### src/rtl/queue_reg.sv
// queue_reg: 16-bit, DEPTH-entry register FIFO with load/read strobes.
// Define QUEUE_REG_ERR_FLAGS_EN for sticky overflow/underflow flags.
module queue_reg #(
    parameter int DEPTH = 8
) (
    input  logic                     sysclk,
    input  logic                     sysreset,
    input  logic [15:0]              data_in,
    input  logic                     load,
    input  logic                     read,
    output logic [15:0]              data_out,
    output logic [$clog2(DEPTH):0]   count,
    output logic                     empty,
    output logic                     full,
    input  logic                     err_clear,
    output logic                     overflow,
    output logic                     underflow
);

    localparam int AW = $clog2(DEPTH);
    localparam int CW = AW + 1;

    logic [15:0]   mem [DEPTH];
    logic [AW-1:0] wp;
    logic [AW-1:0] rp;
    logic          push;
    logic          pop;

    assign empty = (count == '0);
    assign full  = (count == CW'(DEPTH));

    // A pop on a full queue frees the slot the simultaneous push needs.
    assign pop  = read & ~empty;
    assign push = load & (~full | read);

    assign data_out = empty ? 16'h0000 : mem[rp];

    // Storage write; contents are never cleared, count marks validity.
    always_ff @(posedge sysclk) begin
        if (push) begin
            mem[wp] <= data_in;
        end
    end

    // Pointer and occupancy update.
    always_ff @(posedge sysclk or negedge sysreset) begin
        if (!sysreset) begin
            wp    <= '0;
            rp    <= '0;
            count <= '0;
        end else begin
            if (push) begin
                wp <= wp + 1'b1;
            end
            if (pop) begin
                rp <= rp + 1'b1;
            end
            case ({push, pop})
                2'b10:   count <= count + 1'b1;
                2'b01:   count <= count - 1'b1;
                default: count <= count;
            endcase
        end
    end

`ifdef QUEUE_REG_ERR_FLAGS_EN
    logic ovf_evt;
    logic unf_evt;

    assign ovf_evt = load & full & ~read;
    assign unf_evt = read & empty;

    // Sticky diagnostic flags; a new event wins over err_clear.
    always_ff @(posedge sysclk or negedge sysreset) begin
        if (!sysreset) begin
            overflow  <= 1'b0;
            underflow <= 1'b0;
        end else begin
            if (ovf_evt) begin
                overflow <= 1'b1;
            end else if (err_clear) begin
                overflow <= 1'b0;
            end
            if (unf_evt) begin
                underflow <= 1'b1;
            end else if (err_clear) begin
                underflow <= 1'b0;
            end
        end
    end
`else
    logic unused_err_clear;

    assign unused_err_clear = err_clear;
    assign overflow         = 1'b0;
    assign underflow        = 1'b0;
`endif

endmodule

### config.mk
export PLATFORM = sky130hd
export DESIGN_NAME = queue_reg
export DESIGN_NICKNAME = d
export VERILOG_FILES = /design/src/rtl/queue_reg.sv
export SDC_FILE = /design/constraint.sdc
export NUM_CORES = 1
export LEC_CHECK = 0
export CORE_MARGIN = 3
export CORE_UTILIZATION = 50
export CTS_CLUSTER_SIZE = 8
export DETAILED_ROUTE_END_ITERATION = 12
export PLACE_DENSITY = 0.81
export SYNTH_ARGS = -nofsm -noshare
export SYNTH_HDL_FRONTEND = slang
export SYNTH_SLANG_ARGS = --single-unit
### constraint.sdc
create_clock -name sysclk -period 3.65 [get_ports sysclk]
set_input_delay 0.73 -clock sysclk [delete_from_list [all_inputs] [get_ports sysclk]]
set_output_delay 0.73 -clock sysclk [all_outputs]
set_load 0.02 [all_outputs]
==> results of run 1 <==
[flip-flops by register name, summed over array words and instances, names as in the netlist]
signal and count:
wp 3, mem 128, rp 3, count 4
[cell families (layout without fill, tap and decap cells)]
kind of cell / after synthesis / after routing / synth area share [%]
AOI/OAI and AO/OA: 5 / 5 / 0.7969
xor gates and xnor gates: 9 / 9 / 1.434
adders and majority gates: 5 / 5 / 1.138
buffers and inverters: 16 / 90 / 1.730
DFF: 138 / 138 / 74.50
muxes: 50 / 50 / 16.44
other: 1 / 2 / 0.06824
and+or+nand+nor: 41 / 41 / 3.894
[layout make-up]
cell class / count / area (um2) / share of cell area (%)
flip-flops and latches: 138 / 4098 / 60.35
multi-input cells: 112 / 1336 / 19.68
repair buffers: 57 / 555.5 / 8.181
clock buffers: 18 / 417.9 / 6.154
clock inverters: 13 / 200.2 / 2.948
well taps: 136 / 170.2 / 2.506
inverters: 2 / 12.51 / 0.1843
[per-layer routing]
layer  global-route usage (%)  share of wire [%]
met1                    23.30                 40
met4                    7.307                1.0
met2                    31.39                 53
met3                    5.131                6.0
met5                        0                  0
[power breakdown]
part | switching (W) | leakage (nW) | internal, W | total, W
Sequential | 0.000197 | 1.28 | 0.00201 | 0.00221
Combinational | 0.000997 | 0.747 | 0.00101 | 0.00200
Clock | 0.000621 | 0.294 | 0.00117 | 0.00179
Total | 0.00181 | 2.32 | 0.00419 | 0.00600
[stage by stage]
| step | setup slack [ps] | area, um2 | std cells |
|---|---|---|---|
| after floorplan | 659.6 | 5499 | 266 |
| after global placement | 646.0 | 6170 | 445 |
| after detailed placement | 612.3 | 6170 | 445 |
| after CTS | 130.3 | 6790 | 476 |
| after global routing | 70.05 | 6790 | 476 |
| final | 205.4 | 6790 | 476 |
[cell usage in the layout (no fill, tap or decap), drive strengths merged]
| cell | n |
|---|---|
| a211o | 1 |
| a21oi | 2 |
| a41oi | 1 |
| buf | 16 |
| bufinv | 5 |
| clkbuf | 18 |
| clkdlybuf4s50 | 41 |
| clkinv | 4 |
| clkinvlp | 3 |
| conb | 2 |
| dfrtp | 10 |
| edfxtp | 128 |
| ha | 5 |
| inv | 3 |
| mux2 | 2 |
| mux2i | 16 |
| mux4 | 32 |
| nand2 | 7 |
| nand2b | 3 |
| nand3b | 1 |
| nor2 | 21 |
| nor2b | 1 |
| nor3 | 4 |
| nor3b | 1 |
| nor4 | 2 |
| o21a | 1 |
| or4b | 1 |
| xnor2 | 4 |
| xor2 | 5 |
[critical path, delay by kind of cell, from the launching register on]
family	cells	cell delay, ps
buffers and inverters	2	780
multiplexers	2	690
AND/OR/NAND/NOR	1	70
flip-flops	1	640
[path summary, 6_finish.rpt]
path | start | endpoint | slack, ps
min in group sysclk | count[3]$_DFFE_PN0P_ | count[3]$_DFFE_PN0P_ | 580
max | rp[0]$_DFFE_PN0P_ | data_out[8] | 210
max reg2reg | count[2]$_DFFE_PN0P_ | count[2]$_DFFE_PN0P_ | 1070
min | sysreset | rp[0]$_DFFE_PN0P_ | 520
max in group asynchronous | sysreset | rp[0]$_DFFE_PN0P_ | 2780
min reg2reg | count[3]$_DFFE_PN0P_ | count[3]$_DFFE_PN0P_ | 580
==> impl_results.md, run 1 <==
* Util after Layout at 64.61%
* TNS Setup at 0 ps
* CP peak stage delay at 640 ps
* Crit Path Class: register to primary output
* Max Clock Skew at 8.234 ps
* Io pins at 45
* Top-count cell post-synth: edfxtp_1
* Vias at 2,676
* Max-slew violation count at 0
* Die Y at 110.8 um
* Fraction of registers with async set/reset at 7.246%
* CP Max Fanout at 16
* CTS root buffer: clkbuf_8
* Initial DRC Count at 203
* Count of cell types in the netlist at 33
* Worst setup EP type: primary output
* Synth Instances at 265
* FILL cells at 705
* Finish-stage setup viols at 0
* Syn avg cell area at 20.74 um2
* Min Hold Slack at 522.2 ps
* Max-cap violations at 0
* Largest net degree at the start of global routing at 35
* Clk sink count at 138
* Routed vias/inst at 5.622
* DRT Pass-1 Iters at 4
* Worst Hold Class: input pin to asynchronous set/reset pin
* Die Wd at 110.8 um
* Final ANT Viol Nets at 0
* Leak Pwr at 2.321 nW
* Synth top area cells: edfxtp_1 70%, mux4_2 13%, dfrtp_1 4.6%
* Share of the clock period used by the worst path at 94.37%
* Flop and latch count out of synthesis at 138
* Grt total ovfl at 0
* Arr. time, crit path at 2710 ps
* Slowest CP cell: dfrtp_4
* Post-synthesis cell area at 0.005495 mm2
* YS warnings at 0
* Worst Reg-to-Reg Cells at 10
* CTS buffer count at 17
* Final HPWL DP at 5822 um
* Longest Clk Path Bufs at 2
* Die area at 0.01228 mm2
* Vias in the first global route at 2,925
* Post-synth top area share at 69.95%
* Nets at 354
* Worst-Skew Late Latency at 520 ps
* Fmax at 0.2903 GHz
* CTS-repair resized insts at 1
* Num rows at 37
* Core area at 0.01051 mm2
* EDFF count, synth at 128
* Drt wl/cell at 22.09 um
* PwrDens at 883.9 mW/mm2
* Fin crit period at 3445 ps
* Detailed Route WL at 10,520 um
* Clk slew on worst S/H paths at 60 ps
* Proportion of layout cells with a drive suffix above 1 at 27.06%
* Post-CTS setup buffers at 0
* CTS Hold Buffers Added at 0
* Register area share after synthesis at 74.50%
* Ys flop type: edfxtp_1
* RSZ-0062 raised after global routing: false
* Post-synth top cells: 128 x edfxtp_1, 32 x mux4_2, 21 x nor2_1
* Syn-to-layout area delta at 23.57%
* CTS tree: built
* IO buf count at 41
* Ant diodes at 0
* Status: finished clean
* Starting density of the core at 52.29%
* Max VDD drop at 0.4528 mV
* Crit path launch type: register
* Residual DRC at 0
* Crit path cell chain: buf_12, mux4_2, mux2i_1, nor2_1, clkdlybuf4s50_1
* CTS H-tree depth at 4
* Gp weighted congestion at 0.7459
* Global-route usage over all layers at 18.73%
* Req. time, crit path at 2920 ps
* Area leader, netlist: edfxtp_1
* Total power at 0.006002 W
* Initial antenna violation count at 0
* Final hold violations at 0
* First-pass GRT wire length at 16,900 um
Power figures use the tool's default switching activity.
==> run 2: changes to the inputs <==
Clock period 3.65 ns to 3.6 ns, I/O delays scaled along.
==> run 2 against run 1 <==
Sequential power about the same. Combinational power grew 4%. Total power about the same. Worst setup slack better by 36 ps. Via count increased by 0.11%. First-iteration DRC count is 26% higher. Critical endpoint is now data_out[7].
==> impl_results.md, run 2 (same netlist as run 1, synthesis figures left out) <==
* Ant diodes at 0 (unchanged)
* Residual DRC at 0 (unchanged)
* TNS Setup at 0 ps (unchanged)
* Worst Hold Class: input pin to asynchronous set/reset pin
* Vias in the first global route at 2,893 (-1.1%)
* Detailed Route WL at 10,850 um (+3.1%)
* Crit Path Class: register to primary output
* Most common cell after layout, fill and taps aside: edfxtp_1
* Final hold violations at 0 (unchanged)
* Worst Reg-to-Reg Cells at 10 (unchanged)
* CTS Hold Buffers Added at 0 (unchanged)
* Fin crit period at 3359 ps
* Worst-Skew Late Latency at 510 ps (about the same)
* Status: finished clean
* Req. time, crit path at 2880 ps (-40 ps)
* Rel. slew slack at 47.82%
* Post-CTS setup buffers at 0 (unchanged)
* Proportion of layout cells with a drive suffix above 1 at 28.07% (+1.0 points)
* CP Max Fanout at 18 (+2)
* Num rows at 37 (unchanged)
* CTS root buffer: clkbuf_8
* Final HPWL DP at 6065 um (+4.2%)
* Core area at 0.01051 mm2 (unchanged)
* Clk slew on worst S/H paths at 60 ps (about the same)
* Max VDD drop at 0.4326 mV (-4.5%)
* RSZ-0062 raised after global routing: false
* Largest net degree at the start of global routing at 35 (unchanged)
* IO buf count at 41 (unchanged)
* Syn-to-layout area delta at 23.16%
* Biggest register: mem
* Crit path launch type: register
* DRT Pass-1 Iters at 4 (unchanged)
* Io pins at 45 (unchanged)
* Initial antenna violation count at 0 (unchanged)
* Clk sink count at 138 (unchanged)
* Longest Clk Path Bufs at 2 (unchanged)
* Max Clock Skew at 5.073 ps (-3.162 ps)
* CTS buffer count at 17 (unchanged)
* Vias at 2,679 (+0.11%)
* Share of the clock period used by the worst path at 93.30%
* Gp weighted congestion at 0.7429 (-0.40%)
* Die Y at 110.8 um (unchanged)
* Fmax at 0.2977 GHz
* Nets at 355 (+0.28%)
* Die Wd at 110.8 um (unchanged)
* Global-route usage over all layers at 19.06% (+0.33 points)
* Routed vias/inst at 5.605 (-0.31%)
* Leak Pwr at 2.315 nW (-0.25%)
* Final ANT Viol Nets at 0 (unchanged)
* CTS H-tree depth at 4 (unchanged)
* Die area at 0.01228 mm2 (unchanged)
* Grt total ovfl at 0 (unchanged)
* Max-cap violations at 0 (unchanged)
* Drt wl/cell at 22.69 um (+2.7%)
* Initial DRC Count at 256 (+26%)
* Max-slew violation count at 0 (unchanged)
* Commonest cells after routing, fill and taps aside: 128 x edfxtp_1, 41 x clkdlybuf4s50_1, 32 x mux4_2
* CTS tree: built
* Max reg flops at 128 (unchanged)
* Arr. time, crit path at 2640 ps (-70 ps)
* Top flop regs: mem x128, count x4
* Least-Margin Pin Slew at 778.4 ps
* PwrDens at 887.6 mW/mm2 (+0.41%)
* Finish-stage setup viols at 0 (unchanged)
* Starting density of the core at 52.29% (unchanged)
* First-pass GRT wire length at 17,150 um (+1.5%)
* Worst setup EP type: primary output
* CTS-repair resized insts at 0 (-1)
* Util after Layout at 64.40% (-0.21 points)
## run 2: cell type report
cell class | count | area, um2
Inverter | 2 | 12.51
Clock inverter | 15 | 188.9
Multi-Input combinational cell | 112 | 1336
Fill cell | 662 | 3741
Sequential cell | 138 | 4095
Tap cell | 136 | 170.2
Timing Repair Buffer | 58 | 550.5
Clock buffer | 17 | 414.1
## run 2: stage by stage
| step | instance area [um2] | std cells | hold WS (ps) | power, W | worst slack (ps) |
|---|---|---|---|---|---|
| detailed placement | 6165 | 446 | 553.5 | 0.004286 | 797.8 |
| finish | 6768 | 478 | 522.1 | 0.006007 | 241.2 |
| CTS | 6768 | 478 | 513.8 | 0.006073 | 172.9 |
| floorplan | 5499 | 266 | 424.4 | 0.003513 | 609.6 |
| global route | 6768 | 478 | 545.7 | 0.006286 | 104.1 |
| global placement | 6165 | 446 | 553.6 | 0.004224 | 807.1 |
## run 2: critical path, stage by stage (launching register included)
cell,delay (ps)
dfrtp_2,360
buf_4,330
mux4_2,560
mux2i_1,230
nor2_1,70
clkdlybuf4s50_1,550
## run 2: final timing paths
check	startpoint	end	slack, ps
min reg2reg	count[3]$_DFFE_PN0P_	count[3]$_DFFE_PN0P_	570
min	sysreset	count[1]$_DFFE_PN0P_	520
max reg2reg	count[2]$_DFFE_PN0P_	count[2]$_DFFE_PN0P_	1000
max in group asynchronous	sysreset	rp[0]$_DFFE_PN0P_	2740
max	rp[0]$_DFFE_PN0P_	data_out[7]	240
min in group sysclk	count[3]$_DFFE_PN0P_	count[3]$_DFFE_PN0P_	570
## run 2: metal layers
metal	share of wire (%)	wire (um)	global-route usage, %	vias up
met2	53	5747	31.80	100
met3	6.4	694	5.295	8
met4	1.3	138	6.732	0
li1	-	-	-	1194
met5	0	0	0	-
met1	39	4267	24.17	1377
## run 2: power by group
part	internal (W)	switching, W
Clock	0.00107	0.000674
Combinational	0.000999	0.00108
Sequential	0.00204	0.000153
Total	0.00410	0.00190
==> run 3: changes to the inputs <==
Settings changed: CTS_BUF_LIST from default to sky130_fd_sc_hd__clkbuf_8.
==> run 3 against run 2 <==
Via count up 0.78%. Critical path depth unchanged. Global-route usage down 1.2 points. Count of clock-buffer cells in the layout unchanged. Core utilization down 1.7 points. Clock skew up 7.0 ps. Total power down 7.8%. Combinational power about the same. Fmax up 1.1%.
==> impl_results.md, run 3 (same netlist as run 1, synthesis figures left out) <==
* Status: finished clean
* CTS Hold Buffers Added at 0 (unchanged)
* PwrDens at 840.9 mW/mm2 (-5.3%)
* Core area at 0.01051 mm2 (unchanged)
* Req. time, crit path at 2880 ps (about the same)
* Switching pwr at 0.001811 W (-4.9%)
* Setup ws final at 278.8 ps (+37.61 ps)
* Clock power frac at 23.6% (-5.4 points)
* Grt total ovfl at 0 (unchanged)
* Worst Hold Class: register to register
* Worst Reg-to-Reg Cells at 10 (unchanged)
* CP Max Fanout at 18 (unchanged)
* Worst Hold Endpoint: count[3]$_DFFE_PN0P_
* Max-slew violation count at 0 (unchanged)
* Flop pwr share at 39.3% (+2.8 points)
* Vias in the first global route at 2,820 (-2.5%)
* Leak Pwr at 2.233 nW (-3.5%)
* Total power at 0.005540 W (-7.8%)
* Fin crit period at 3321 ps (-37.61 ps)
* Finish-stage setup viols at 0 (unchanged)
* IO buf count at 41 (unchanged)
* Drt wl/cell at 21.07 um (-7.2%)
* CTS root buffer: clkbuf_8
* Die Wd at 110.8 um (unchanged)
* Biggest register: mem
* Longest Clk Path Bufs at 2 (unchanged)
* Die Y at 110.8 um (unchanged)
* CTS tree: built
* Nets at 355 (unchanged)
* Max Clock Skew at 12.10 ps (+7.027 ps)
* Num rows at 37 (unchanged)
* Slowest CP cell: mux4_2
* FF-to-FF End: count[2]$_DFFE_PN0P_
* Ant diodes at 0 (unchanged)
* Share of the clock period used by the worst path at 92.26% (-1.0 points)
* TNS Setup at 0 ps (unchanged)
* Die area at 0.01228 mm2 (unchanged)
* Gp weighted congestion at 0.7429 (unchanged)
* Least-Margin Pin Slew at 760.9 ps (-17.55 ps)
* Global-route usage over all layers at 17.82% (-1.2 points)
* Worst-Skew Late Latency at 430 ps (-80 ps)
* Clk sink count at 138 (unchanged)
* Sw Share at 32.69% (+1.0 points)
* Final HPWL DP at 6065 um (unchanged)
* Worst setup EP type: primary output
* Max reg flops at 128 (unchanged)
* CP peak stage delay at 560 ps (about the same)
* Max-cap violations at 0 (unchanged)
* Final hold violations at 0 (unchanged)
* DRT Pass-1 Iters at 4 (unchanged)
* Fmax at 0.3011 GHz (+1.1%)
* Clk slew on worst S/H paths at 80 ps (+20 ps)
* Cells on Worst Hold Path at 1
* Largest net degree at the start of global routing at 35 (unchanged)
* Final ANT Viol Nets at 0 (unchanged)
* Crit path cell chain: buf_4, mux4_2, mux2i_1, nor2_1, clkdlybuf4s50_1
* CTS buffer count at 17 (unchanged)
* Initial antenna violation count at 0 (unchanged)
* Crit path launch type: register
* Starting density of the core at 52.29% (unchanged)
* CTS H-tree depth at 4 (unchanged)
* Arr. time, crit path at 2600 ps (-40 ps)
* Top flop regs: mem x128, count x4
* Crit Path Class: register to primary output
* Proportion of layout cells with a drive suffix above 1 at 28.07% (unchanged)
* Post-CTS setup buffers at 0 (unchanged)
* R2R setup slack at 1010 ps (about the same)
* Detailed Route WL at 10,070 um (-7.2%)
* Commonest cells after routing, fill and taps aside: 128 x edfxtp_1, 41 x clkdlybuf4s50_1, 32 x mux4_2
* Rel. slew slack at 49.00% (+1.2 points)
* Io pins at 45 (unchanged)
* Internal Dissipation at 0.003729 W (-9.1%)
* First-pass GRT wire length at 16,220 um (-5.4%)
* Most common cell after layout, fill and taps aside: edfxtp_1
* Vias at 2,700 (+0.78%)
* Combinational power share at 37.1% (+2.5 points)
* Syn-to-layout area delta at 19.88%
* RSZ-0062 raised after global routing: false
* Max VDD drop at 0.4876 mV (+13%)
* Post-Place Worst Slack at 797.8 ps (unchanged)
* Hold Crit Start: count[3]$_DFFE_PN0P_
* Residual DRC at 0 (unchanged)
* Routed vias/inst at 5.649 (+0.78%)
* CTS-repair resized insts at 0 (unchanged)
* Initial DRC Count at 195 (-24%)
* Worst reg2reg startpoint: count[2]$_DFFE_PN0P_
[run 3: cell counts in the layout (fill, tap and decap cells not counted)]
No cell type changed its count.
[run 3: final cells by class]
class / count / area (um2)
flip-flops and latches: 138 / 4095
fillers: 686 / 3921
repair buffers: 58 / 550.5
clock buffers: 17 / 234.0
clock inverters: 15 / 188.9
inverters: 2 / 12.51
well taps: 136 / 170.2
multi-input cells: 112 / 1336
[run 3: how the worst max path moves through the flow]
stage | startpoint | end | slack [ps] | depth (start not counted)
after floorplan | count[0]$_DFFE_PN0P_ | mem[0][0]$_DFFE_PP_ | 610 | 4
after global placement | rp[0]$_DFFE_PN0P_ | data_out[7] | 810 | 5
after detailed placement | rp[0]$_DFFE_PN0P_ | data_out[7] | 800 | 5
after CTS | rp[0]$_DFFE_PN0P_ | data_out[7] | 230 | 5
after global routing | rp[0]$_DFFE_PN0P_ | data_out[7] | 130 | 5
final | rp[0]$_DFFE_PN0P_ | data_out[7] | 280 | 5
[run 3: power groups by stage]
stage,Sequential (W),Combinational [W],Clock [W]
2_1_floorplan,0.00219,0.00132,0
6_report,0.00218,0.00205,0.00131
3_5_place_dp,0.00221,0.00207,0
5_1_grt,0.00221,0.00222,0.00140
4_1_cts,0.00218,0.00209,0.00133
3_3_place_gp,0.00219,0.00203,0
[run 3: per-stage QoR]
step                instance area, um2  utilization (%)  std cells  hold slack, ps
floorplan                         5499                -        266           424.4
global placement                  6165            58.66        446           553.6
detailed placement                6165            58.66        446           553.5
CTS                               6588            62.69        478           573.9
global route                      6588            62.69        478           598.4
finish                            6588            62.69        478           567.6
[run 3: critical path: cells and delay by family (launching register included)]
family | cells | cell delay [ps]
buf+inv | 2 | 890
flops | 1 | 370
mux | 2 | 820
simple gates | 1 | 80
[run 3: per-layer routing]
layer	vias up	track usage [%]	share of wire, %
met5	-	0	0
met4	0	7.061	1.6
met3	15	4.476	4.9
met2	77	28.52	51
met1	1411	23.73	42
li1	1197	-	-
